<file path="config.mk">
export PLATFORM = sky130hd
export DESIGN_NAME = addr8s_share_ctrl_flat
export DESIGN_NICKNAME = d
export VERILOG_FILES = /design/src/rtl/addr8s_share_ctrl_pkg.sv /design/src/rtl/addr8s_share_ctrl_if.sv /design/src/rtl/addr8s_share_ctrl_arb.sv /design/src/rtl/addr8s_share_ctrl.sv /design/src/flat_wrapper.sv
export SDC_FILE = /design/constraint.sdc
export NUM_CORES = 1
export LEC_CHECK = 0
export CAP_MARGIN = 10
export CORE_MARGIN = 3
export CORE_UTILIZATION = 47
export CTS_CLUSTER_SIZE = 20
export DETAILED_ROUTE_END_ITERATION = 8
export GPL_ROUTABILITY_DRIVEN = 0
export GPL_TIMING_DRIVEN = 0
export PLACE_DENSITY = 0.8
export SYNTH_ARGS = -nofsm -noshare
export SYNTH_HDL_FRONTEND = slang
export SYNTH_HIERARCHICAL = 1
export SYNTH_SLANG_ARGS = --single-unit
</file>
<file path="constraint.sdc">
create_clock -name clk -period 4.7 [get_ports clk]
set_clock_uncertainty 0.1 [all_clocks]
set_input_delay 0.47 -clock clk [delete_from_list [all_inputs] [get_ports clk]]
set_output_delay 0.47 -clock clk [all_outputs]
set_load 0.02 [all_outputs]
</file>
<file path="src/rtl/addr8s_share_ctrl_pkg.sv">
// Shared types and constants for the time-shared 8-bit signed adder controller.
//   OPW   : operand width of the shared adder.
//   SUMW  : adder result width (one guard bit, no truncation).
//   ERRW  : width of the saturating mismatch counter.
//   state_t : controller FSM states.
package addr8s_ctrl_pkg;

  localparam int OPW  = 8;
  localparam int SUMW = 9;
  localparam int ERRW = 8;

  typedef enum logic [2:0] {
    IDLE  = 3'd0,
    PASS1 = 3'd1,
    PASS2 = 3'd2,
    CHECK = 3'd3,
    RESP  = 3'd4
  } state_t;

endpackage

</file>
<file path="src/rtl/addr8s_share_ctrl_if.sv">
// Bus bundle between the requesters / shared adder and the controller.
//   req_valid/req_ready/req_a/req_b : per-requester request channel (slice i = requester i).
//   add_a/add_b/add_sum             : operands to and result from the external adder.
//   rsp_*                           : single response channel back to the requesters.
//   err_cnt                         : saturating count of redundancy mismatches.
// Modports: slave = controller view, master = requester/adder environment view.
interface addr8s_share_ctrl_if
  import addr8s_ctrl_pkg::*;
#(
  parameter int NREQ = 4
);
  localparam int IDW = $clog2(NREQ);

  logic [NREQ-1:0]     req_valid;
  logic [NREQ-1:0]     req_ready;
  logic [NREQ*OPW-1:0] req_a;
  logic [NREQ*OPW-1:0] req_b;
  logic [OPW-1:0]      add_a;
  logic [OPW-1:0]      add_b;
  logic [SUMW-1:0]     add_sum;
  logic                rsp_valid;
  logic                rsp_ready;
  logic [IDW-1:0]      rsp_id;
  logic [SUMW-1:0]     rsp_sum;
  logic                rsp_err;
  logic [ERRW-1:0]     err_cnt;

  modport slave (
    input  req_valid, req_a, req_b, add_sum, rsp_ready,
    output req_ready, add_a, add_b, rsp_valid, rsp_id, rsp_sum, rsp_err, err_cnt
  );

  modport master (
    output req_valid, req_a, req_b, add_sum, rsp_ready,
    input  req_ready, add_a, add_b, rsp_valid, rsp_id, rsp_sum, rsp_err, err_cnt
  );

endinterface

</file>
<file path="src/rtl/addr8s_share_ctrl_arb.sv">
// Round-robin arbiter: grants the first requester at or after i_ptr, wrapping.
//   i_req : request vector      i_ptr : highest-priority index
//   i_en  : grant enable        o_gnt : one-hot grant   o_idx : encoded grant index
module addr8s_rr_arb #(
  parameter  int NREQ = 4,
  localparam int IDW  = $clog2(NREQ)
) (
  input  logic [NREQ-1:0] i_req,
  input  logic [IDW-1:0]  i_ptr,
  input  logic            i_en,
  output logic [NREQ-1:0] o_gnt,
  output logic [IDW-1:0]  o_idx
);

  always_comb begin
    int   j;
    logic found;
    // NOTE: every combinational output gets a default before any branch;
    // a path that leaves one unassigned would infer a latch.
    o_gnt = '0;
    o_idx = '0;
    found = 1'b0;
    for (int k = 0; k < NREQ; k++) begin
      j = int'(i_ptr) + k;
      if (j >= NREQ) j = j - NREQ;
      if (i_en && !found && i_req[j]) begin
        found    = 1'b1;
        o_gnt[j] = 1'b1;
        o_idx    = IDW'(j);
      end
    end
  end

endmodule

</file>
<file path="src/rtl/addr8s_share_ctrl.sv">
// Time-shares one external 8-bit signed adder among NREQ requesters with
// round-robin arbitration and temporal redundancy (A+B then B+A, compared).
// A mismatch retries up to MAX_RETRY times, then responds with rsp_err set.
//   clk, rst_n : clock, asynchronous active-low reset
//   bus        : request/adder/response bundle (controller side)
module addr8s_share_ctrl
  import addr8s_ctrl_pkg::*;
#(
  parameter int NREQ      = 4,
  parameter int MAX_RETRY = 2,
  parameter int REDUNDANT = 1
) (
  input  logic                 clk,
  input  logic                 rst_n,
  addr8s_share_ctrl_if.slave   bus
);

  localparam int         IDW   = $clog2(NREQ);
  localparam logic [2:0] MAX_R = 3'(MAX_RETRY);

  state_t            r_state, w_next;
  logic [NREQ-1:0]   w_gnt;
  logic [IDW-1:0]    w_idx;
  logic              w_any;
  logic              w_match;
  logic [IDW-1:0]    r_ptr, r_id;
  logic [OPW-1:0]    r_a, r_b;
  logic [SUMW-1:0]   r_sum1, r_sum2, r_rsp_sum;
  logic              r_rsp_err;
  logic [2:0]        r_retry;
  logic [ERRW-1:0]   r_err_cnt;

  addr8s_rr_arb #(.NREQ(NREQ)) u_arb (
    .i_req (bus.req_valid),
    .i_ptr (r_ptr),
    .i_en  (r_state == IDLE),
    .o_gnt (w_gnt),
    .o_idx (w_idx)
  );

  assign w_any   = |w_gnt;
  assign w_match = (r_sum1 == r_sum2);

  assign bus.rsp_valid = (r_state == RESP);
  assign bus.rsp_id    = r_id;
  assign bus.rsp_sum   = r_rsp_sum;
  assign bus.rsp_err   = r_rsp_err;
  assign bus.err_cnt   = r_err_cnt;

  // Next state, accept pulse and adder operands. Operands stay 0 outside the
  // two compute passes so the shared adder does not toggle needlessly.
  always_comb begin
    w_next        = r_state;
    bus.req_ready = '0;
    bus.add_a     = '0;
    bus.add_b     = '0;
    unique case (r_state)
      IDLE: begin
        if (w_any) begin
          bus.req_ready = w_gnt;
          w_next        = PASS1;
        end
      end
      PASS1: begin
        bus.add_a = r_a;
        bus.add_b = r_b;
        w_next    = (REDUNDANT != 0) ? PASS2 : RESP;
      end
      PASS2: begin
        bus.add_a = r_b;
        bus.add_b = r_a;
        w_next    = CHECK;
      end
      CHECK: begin
        if (!w_match && (r_retry < MAX_R)) w_next = PASS1;
        else                               w_next = RESP;
      end
      RESP: begin
        if (bus.rsp_ready) w_next = IDLE;
      end
      default: w_next = IDLE;
    endcase
  end

  // NOTE: state is updated with non-blocking assignments so every register
  // samples pre-edge values regardless of statement order.
  always_ff @(posedge clk or negedge rst_n) begin
    if (!rst_n) begin
      r_state <= IDLE;
    end else begin
      r_state <= w_next;
    end
  end

  // Operand/result datapath and counters. The data registers are reset as
  // well because they drive the response outputs directly.
  always_ff @(posedge clk or negedge rst_n) begin
    if (!rst_n) begin
      r_ptr     <= '0;
      r_id      <= '0;
      r_a       <= '0;
      r_b       <= '0;
      r_sum1    <= '0;
      r_sum2    <= '0;
      r_rsp_sum <= '0;
      r_rsp_err <= 1'b0;
      r_retry   <= '0;
      r_err_cnt <= '0;
    end else begin
      unique case (r_state)
        IDLE: begin
          if (w_any) begin
            r_a     <= bus.req_a[int'(w_idx)*OPW +: OPW];
            r_b     <= bus.req_b[int'(w_idx)*OPW +: OPW];
            r_id    <= w_idx;
            r_retry <= '0;
          end
        end
        PASS1: begin
          r_sum1 <= bus.add_sum;
          if (REDUNDANT == 0) begin
            r_rsp_sum <= bus.add_sum;
            r_rsp_err <= 1'b0;
          end
        end
        PASS2: r_sum2 <= bus.add_sum;
        CHECK: begin
          if (w_match) begin
            r_rsp_sum <= r_sum1;
            r_rsp_err <= 1'b0;
          end else begin
            if (r_err_cnt != '1) r_err_cnt <= r_err_cnt + ERRW'(1);
            if (r_retry < MAX_R) begin
              r_retry <= r_retry + 3'd1;
            end else begin
              r_rsp_sum <= r_sum1;
              r_rsp_err <= 1'b1;
            end
          end
        end
        RESP: begin
          if (bus.rsp_ready) begin
            r_ptr <= (r_id == IDW'(NREQ - 1)) ? '0 : r_id + IDW'(1);
          end
        end
        default: ;
      endcase
    end
  end

endmodule

</file>
<file path="src/flat_wrapper.sv">
// flat-port wrapper written by rule: the top's interface ports become plain ports
module addr8s_share_ctrl_flat import addr8s_ctrl_pkg::*;
#(
  parameter int NREQ      = 4,
  parameter int MAX_RETRY = 2,
  parameter int REDUNDANT = 1
)
  (clk, rst_n, bus_req_valid, bus_req_a, bus_req_b, bus_add_sum, bus_rsp_ready, bus_req_ready, bus_add_a, bus_add_b, bus_rsp_valid, bus_rsp_id, bus_rsp_sum, bus_rsp_err, bus_err_cnt);
  addr8s_share_ctrl_if #(.NREQ(NREQ)) bus_i ();
  input  logic clk;
  input  logic rst_n;
  input wire logic [$bits(bus_i.req_valid)-1:0] bus_req_valid;
  input wire logic [$bits(bus_i.req_a)-1:0] bus_req_a;
  input wire logic [$bits(bus_i.req_b)-1:0] bus_req_b;
  input wire logic [$bits(bus_i.add_sum)-1:0] bus_add_sum;
  input wire logic [$bits(bus_i.rsp_ready)-1:0] bus_rsp_ready;
  output wire logic [$bits(bus_i.req_ready)-1:0] bus_req_ready;
  output wire logic [$bits(bus_i.add_a)-1:0] bus_add_a;
  output wire logic [$bits(bus_i.add_b)-1:0] bus_add_b;
  output wire logic [$bits(bus_i.rsp_valid)-1:0] bus_rsp_valid;
  output wire logic [$bits(bus_i.rsp_id)-1:0] bus_rsp_id;
  output wire logic [$bits(bus_i.rsp_sum)-1:0] bus_rsp_sum;
  output wire logic [$bits(bus_i.rsp_err)-1:0] bus_rsp_err;
  output wire logic [$bits(bus_i.err_cnt)-1:0] bus_err_cnt;
  assign bus_i.req_valid = bus_req_valid;
  assign bus_i.req_a = bus_req_a;
  assign bus_i.req_b = bus_req_b;
  assign bus_i.add_sum = bus_add_sum;
  assign bus_i.rsp_ready = bus_rsp_ready;
  assign bus_req_ready = bus_i.req_ready;
  assign bus_add_a = bus_i.add_a;
  assign bus_add_b = bus_i.add_b;
  assign bus_rsp_valid = bus_i.rsp_valid;
  assign bus_rsp_id = bus_i.rsp_id;
  assign bus_rsp_sum = bus_i.rsp_sum;
  assign bus_rsp_err = bus_i.rsp_err;
  assign bus_err_cnt = bus_i.err_cnt;
  addr8s_share_ctrl #(.NREQ(NREQ), .MAX_RETRY(MAX_RETRY), .REDUNDANT(REDUNDANT)) u_core (.clk(clk), .rst_n(rst_n), .bus(bus_i));
endmodule
</file>
==> results by group, run 1 <==
Drt
  • Total Wirelength: 8850 um
  • DRC: 0
  • WL met2: 4530 um
  • Via density: 5.50
  • Met3 WL: 569 um
  • ANT nets after route: 0
  • Metal1 wirelength: 3580 um
  • DR vias: 2934
  • Initial DRC Count: 77
  • DR top layer: met4
  • First-pass iteration count of the detailed router: 4
  • WL/cell: 16.6 um

Clocking
  • Skew-Pair Late Insertion Delay: 330 ps
  • Root Driver: clkbuf_8
  • Worst-path clk slew: 80 ps
  • Clock Path Buffers: 2
  • Post-CTS Setup Inserts: 0
  • CTS tree: yes
  • H-tree Lvls: 3
  • CTS Sinks: 62
  • Hold Buf Count CTS: 0
  • # resized after CTS: 0
  • Number of CTS-inserted buffers: 9

Placed design
  • Placed inst area: 0.00512 mm^2
  • Setup WS pre-CTS: 430 ps
  • Dpl hpwl: 6800 um
  • Buffers on Ports: 120
  • Total placed cells including tap cells: 517

Timing
  • Tmin final: 4250 ps
  • Fin crit share: 90.5%
  • Final Max Tran Viols: 0
  • RSZ-0062 raised after global routing: no
  • Slew @ Worst Pin: 830 ps
  • Max frequency: 0.235 GHz
  • Worst setup margin: 445 ps
  • Fin. Hold Viols: 0
  • Rel. slew slack: 44.7%
  • Final setup viols: 0
  • Setup TNS: 0 ps

Floorplan
  • I/O pin count: 121
  • DIE AREA: 0.00914 mm^2
  • Initial Util: 48.6%
  • Die height: 95.6 um
  • Chip width: 95.6 um
  • Core ar.: 0.00777 mm^2
  • Site row count: 32

Yosys
  • Top-count cell post-synth: dfrtp_1
  • Leading post-synthesis cells by cell area: dfrtp_1 (41%), mux2_2 (14%), mux4_2 (11%)
  • Ys async rst share: 100%
  • Main synth FF type: dfrtp_1
  • Syn Inst Count: 294
  • Synth top cells by count: dfrtp_1 (62), mux2_2 (48), mux4_2 (19)
  • Post-synthesis sequential area ratio: 41.1%
  • Synthesized area: 0.00377 mm^2
  • Distinct cell type count after synthesis: 57
  • Syn Area/Cell: 12.8 um^2
  • Yosys reg bits: 62
  • Post-synth top area share: 41.1%
  • Post-synth EDFFs: 0
  • Yosys top cell by area: dfrtp_1
  • Syn Nets: 385
  • Syn. warnings: 6

Global route
  • First-pass GRT wire length: 14000 um
  • Largest net degree at the start of global routing: 37
  • Gr usage total: 20.0%
  • GRT overflow: 0
  • Number of global-route vias before repair: 2986
  • Antenna violations before repair: 0

Cells and area
  • Area growth from synthesis to final layout: 41.6%
  • ANT cells: 0
  • Post-route insts no fill: 533
  • Utilization after layout: 68.8%
  • Post-route cell area: 0.00535 mm^2
  • Share of post-route cells with drive strength above 1: 26.7%
  • Fill cell count: 572
  • Layout net count: 517

Power and ir drop
  • Int Power: 2.25 mW
  • Logic pwr share: 58.3%
  • Clock Power Share: 14.5%
  • Share of power burned in registers: 27.2%
  • Maximum vdd drop: 0.287 mV
  • P per Cell Area: 689 mW/mm^2
  • Total leakage power: 2.17 nW
  • NetSw: 1.43 mW
  • Switching Share: 39.0%

Critical path
  • Crit path from: u_core/r_ptr[1]
  • Crit path max fanout: 10
  • Data arrival time of the worst path: 4370 ps
  • Startpoint type of the worst setup path: flip-flop
  • Worst Setup Path Type: reg -> reg
  • FF-to-FF Start: u_core/r_ptr[1]
  • Req. time, crit path: 4820 ps
  • CP endpoint kind: flip-flop

Status
  • Status: completed

Run
  • Max-Cap Viols: 0

Hold path
  • Hold Path Class: in -> async
==> routing by layer <==
metal / track usage, % / up-vias
met2: 34.6 / 105
met3: 4.50 / 15
li1: - / 1380
met1: 24.0 / 1434
met4: 7.82 / 0
met5: 0 / -
==> path summary, 6_finish.rpt <==
kind	to	slack, ps	depth (start not counted)
min	u_core/bus.err_cnt[7]	130	1
max reg2reg	u_core/r_a[6]	450	11
min in group clk	u_core/bus.rsp_sum[0]	410	1
max	u_core/r_a[6]	450	11
max in group asynchronous	u_core/bus.rsp_id[1]	3740	2
min reg2reg	u_core/bus.rsp_sum[0]	410	1
==> critical path: stages (launching register included) <==
cell and delay, ps:
dfrtp_1 460, buf_6 160, inv_1 110, ha_1 300, buf_4 150, mux4_2 630, nor4b_4 420, a32o_1 180
clkbuf_1 440, clkbuf_1 500, mux4_2 410, mux2_2 270
==> cell usage in the layout (no fill, tap or decap), types with 3 or more instances in the layout <==
cell type,count
dfrtp_1,62
nand2_1,15
inv_6,3
o21ai_0,5
clkdlybuf4s50_1,119
buf_6,4
ha_1,11
a21oi_1,5
inv_1,7
a221o_1,4
buf_4,4
and2_1,6
nand4_1,3
nand3_1,3
xor2_1,6
a22o_1,17
buf_2,9
mux4_2,19
nor2_1,9
nor4_1,3
mux2_2,48
nor3_1,3
clkbuf_8,9
xnor2_1,8
==> registers in the layout, summed over array words and instances, names as in the netlist, 3 cells and up <==
register / cells
u_core/bus.err_cnt: 8
u_core/bus.rsp_sum: 9
u_core/r_a: 8
u_core/r_b: 8
u_core/r_retry: 3
u_core/r_state: 3
u_core/r_sum1: 9
u_core/r_sum2: 9
==> cells by family (layout without fill, tap and decap cells) <==
logic type | after synthesis | after routing | share of synthesized area [%]
XOR/XNOR | 14 | 14 | 3.25
AND/OR/NAND/NOR | 63 | 63 | 10.8
adder cells (fa/ha/maj) | 11 | 11 | 3.65
flip-flops | 62 | 62 | 41.1
AO/OA/AOI/OAI | 46 | 46 | 9.55
buffers and inverters | 26 | 163 | 4.08
multiplexers | 72 | 72 | 27.6
==> power groups by stage <==
stage / Combinational [mW] / Clock [mW] / Sequential, mW
after floorplan: 1.41 / 0 / 1.04
after global placement: 2.12 / 0 / 0.992
after detailed placement: 2.16 / 0 / 1.01
after CTS: 2.17 / 0.545 / 1.00
after global routing: 2.32 / 0.568 / 1.04
final: 2.15 / 0.533 / 1.00
==> final cells by class <==
| type | instances | area (um^2) | share of cell area, % |
|---|---|---|---|
| multi-input combinational | 206 | 2070 | 38.7 |
| tap | 102 | 128 | 2.39 |
| timing repair buffer | 121 | 1220 | 22.7 |
| clock inverter | 7 | 104 | 1.94 |
| sequential | 62 | 1550 | 29.0 |
| buffer | 19 | 128 | 2.39 |
| clock buffer | 9 | 124 | 2.32 |
| inverter | 7 | 26.3 | 0.491 |
==> stage by stage <==
stage / hold slack [ps] / total power [mW]
5_1_grt: 187 / 3.92
3_5_place_dp: 395 / 3.17
3_3_place_gp: 389 / 3.11
6_report: 133 / 3.68
2_1_floorplan: 74.4 / 2.46
4_1_cts: 148 / 3.72
No activity file was read; power rests on OpenSTA's default activity.
==> run 2, diff against run 1 <==
--- a/config.mk
+++ b/config.mk
@@ -7,12 +7,12 @@
 export LEC_CHECK = 0
 export CAP_MARGIN = 10
 export CORE_MARGIN = 3
-export CORE_UTILIZATION = 47
+export CORE_UTILIZATION = 35
 export CTS_CLUSTER_SIZE = 20
 export DETAILED_ROUTE_END_ITERATION = 8
 export GPL_ROUTABILITY_DRIVEN = 0
 export GPL_TIMING_DRIVEN = 0
-export PLACE_DENSITY = 0.8
+export PLACE_DENSITY = 0.62
 export SYNTH_ARGS = -nofsm -noshare
 export SYNTH_HDL_FRONTEND = slang
 export SYNTH_HIERARCHICAL = 1
==> run 2 against run 1 <==
Register-to-register slack got worse by 40 ps. Power down 1.6%. Critical endpoint is now u_core/r_a[5]. Clock power decreased by 13%. Sequential cell count stayed put. Critical path type unchanged. Highest routed layer unchanged. Critical path depth is the same.
==> results by group, run 2 (synthesis results as in run 1) <==
Global route
  • Largest net degree at the start of global routing: 63
  • First-pass GRT wire length: 14600 um
  • Gr usage total: 15.6%
  • Number of global-route vias before repair: 2989
  • Antenna violations before repair: 0
  • GRT overflow: 0

Placed design
  • Dpl hpwl: 6950 um
  • Placed inst area: 0.00514 mm^2
  • Buffers on Ports: 120
  • Total placed cells including tap cells: 550

Cells and area
  • Layout net count: 516
  • Commonest cells after routing, fill and taps aside: clkdlybuf4s50_1 (119), dfrtp_1 (62), mux2_2 (48)
  • Utilization after layout: 51.3%
  • Post-route cell area: 0.00534 mm^2
  • Commonest non-fill, non-tap cell in the layout: clkdlybuf4s50_1
  • ANT cells: 0
  • Share of post-route cells with drive strength above 1: 26.5%
  • Area growth from synthesis to final layout: 41.5%
  • Post-route insts no fill: 566

Clocking
  • # resized after CTS: 0
  • Post-CTS Setup Inserts: 0
  • Worst-path clk slew: 70 ps
  • Clock Path Buffers: 2
  • H-tree Lvls: 3
  • Number of CTS-inserted buffers: 9
  • CTS Sinks: 62
  • Root Driver: clkbuf_8
  • Hold Buf Count CTS: 0
  • Skew-Pair Late Insertion Delay: 340 ps
  • CTS tree: yes

Critical path
  • Data arrival time of the worst path: 4410 ps
  • Worst Setup Path Type: reg -> reg
  • Startpoint type of the worst setup path: flip-flop
  • Crit path from: u_core/r_ptr[0]
  • FF-to-FF Start: u_core/r_ptr[0]
  • Crit path max fanout: 10
  • CP endpoint kind: flip-flop
  • Req. time, crit path: 4810 ps

Status
  • Status: completed

Floorplan
  • Chip width: 110 um
  • Core ar.: 0.0104 mm^2
  • Initial Util: 36.2%
  • Site row count: 37
  • DIE AREA: 0.0121 mm^2
  • Die height: 110 um
  • I/O pin count: 121

Timing
  • Fin. Hold Viols: 0
  • RSZ-0062 raised after global routing: no
  • Max frequency: 0.233 GHz
  • Final Max Tran Viols: 0
  • Final setup viols: 0
  • Rel. slew slack: 47.6%
  • Setup TNS: 0 ps
  • Tmin final: 4290 ps
  • Fin crit share: 91.3%
  • Slew @ Worst Pin: 786 ps

Drt
  • First-pass iteration count of the detailed router: 4
  • Initial DRC Count: 108
  • DRC: 0
  • DR vias: 2929
  • ANT nets after route: 0
  • Via density: 5.17
  • WL/cell: 16.4 um
  • Total Wirelength: 9260 um

Power and ir drop
  • P per Cell Area: 678 mW/mm^2
  • Total leakage power: 2.15 nW
  • Final total power: 3.62 mW
  • Maximum vdd drop: 0.241 mV

Hold path
  • Hold Path Class: in -> async

Run
  • Max-Cap Viols: 0
[run 2: path summary, 6_finish.rpt]
check	slack, ps	cells past startpoint	end
hold / removal	110	1	u_core/bus.err_cnt[5]
setup reg to reg	410	11	u_core/r_a[5]
setup / recovery	410	11	u_core/r_a[5]
max in group asynchronous	3870	1	u_core/r_b[3]
min in group clk	420	1	u_core/bus.rsp_sum[1]
hold reg to reg	420	1	u_core/bus.rsp_sum[1]
[run 2: layer usage]
layer	GRT usage (%)	vias to the layer above	wire [um]
li1	-	1371	-
met5	0	-	0
met4	2.76	0	56
met2	26.4	103	4600
met3	5.23	4	707
met1	19.7	1451	3900
[run 2: critical path: stages, from the launching register on]
cell	delay, ps
dfrtp_1	460
buf_6	180
inv_1	110
ha_1	290
buf_4	150
mux4_2	650
nor4b_4	440
a32o_1	190
clkbuf_1	410
clkbuf_1	520
mux4_2	400
mux2_2	270
[run 2: cell type report]
type | instances | area, um^2
fill | 978 | 5070
multi-input combinational | 206 | 2070
sequential | 62 | 1550
timing repair buffer | 120 | 1200
tap | 136 | 170
buffer | 19 | 128
clock buffer | 9 | 124
clock inverter | 7 | 73.8
inverter | 7 | 26.3
[run 2: per-stage QoR]
step	hold WS [ps]	setup slack, ps
finish	109	407
global route	164	151
CTS	141	339
detailed placement	399	355
global placement	390	383
floorplan	74.4	1060
[run 2: report_power, final]
group | internal, mW | switching (mW) | leakage (nW)
Sequential | 0.792 | 0.207 | 0.754
Clock | 0.246 | 0.217 | 0.0996
Combinational | 1.15 | 1.02 | 1.29
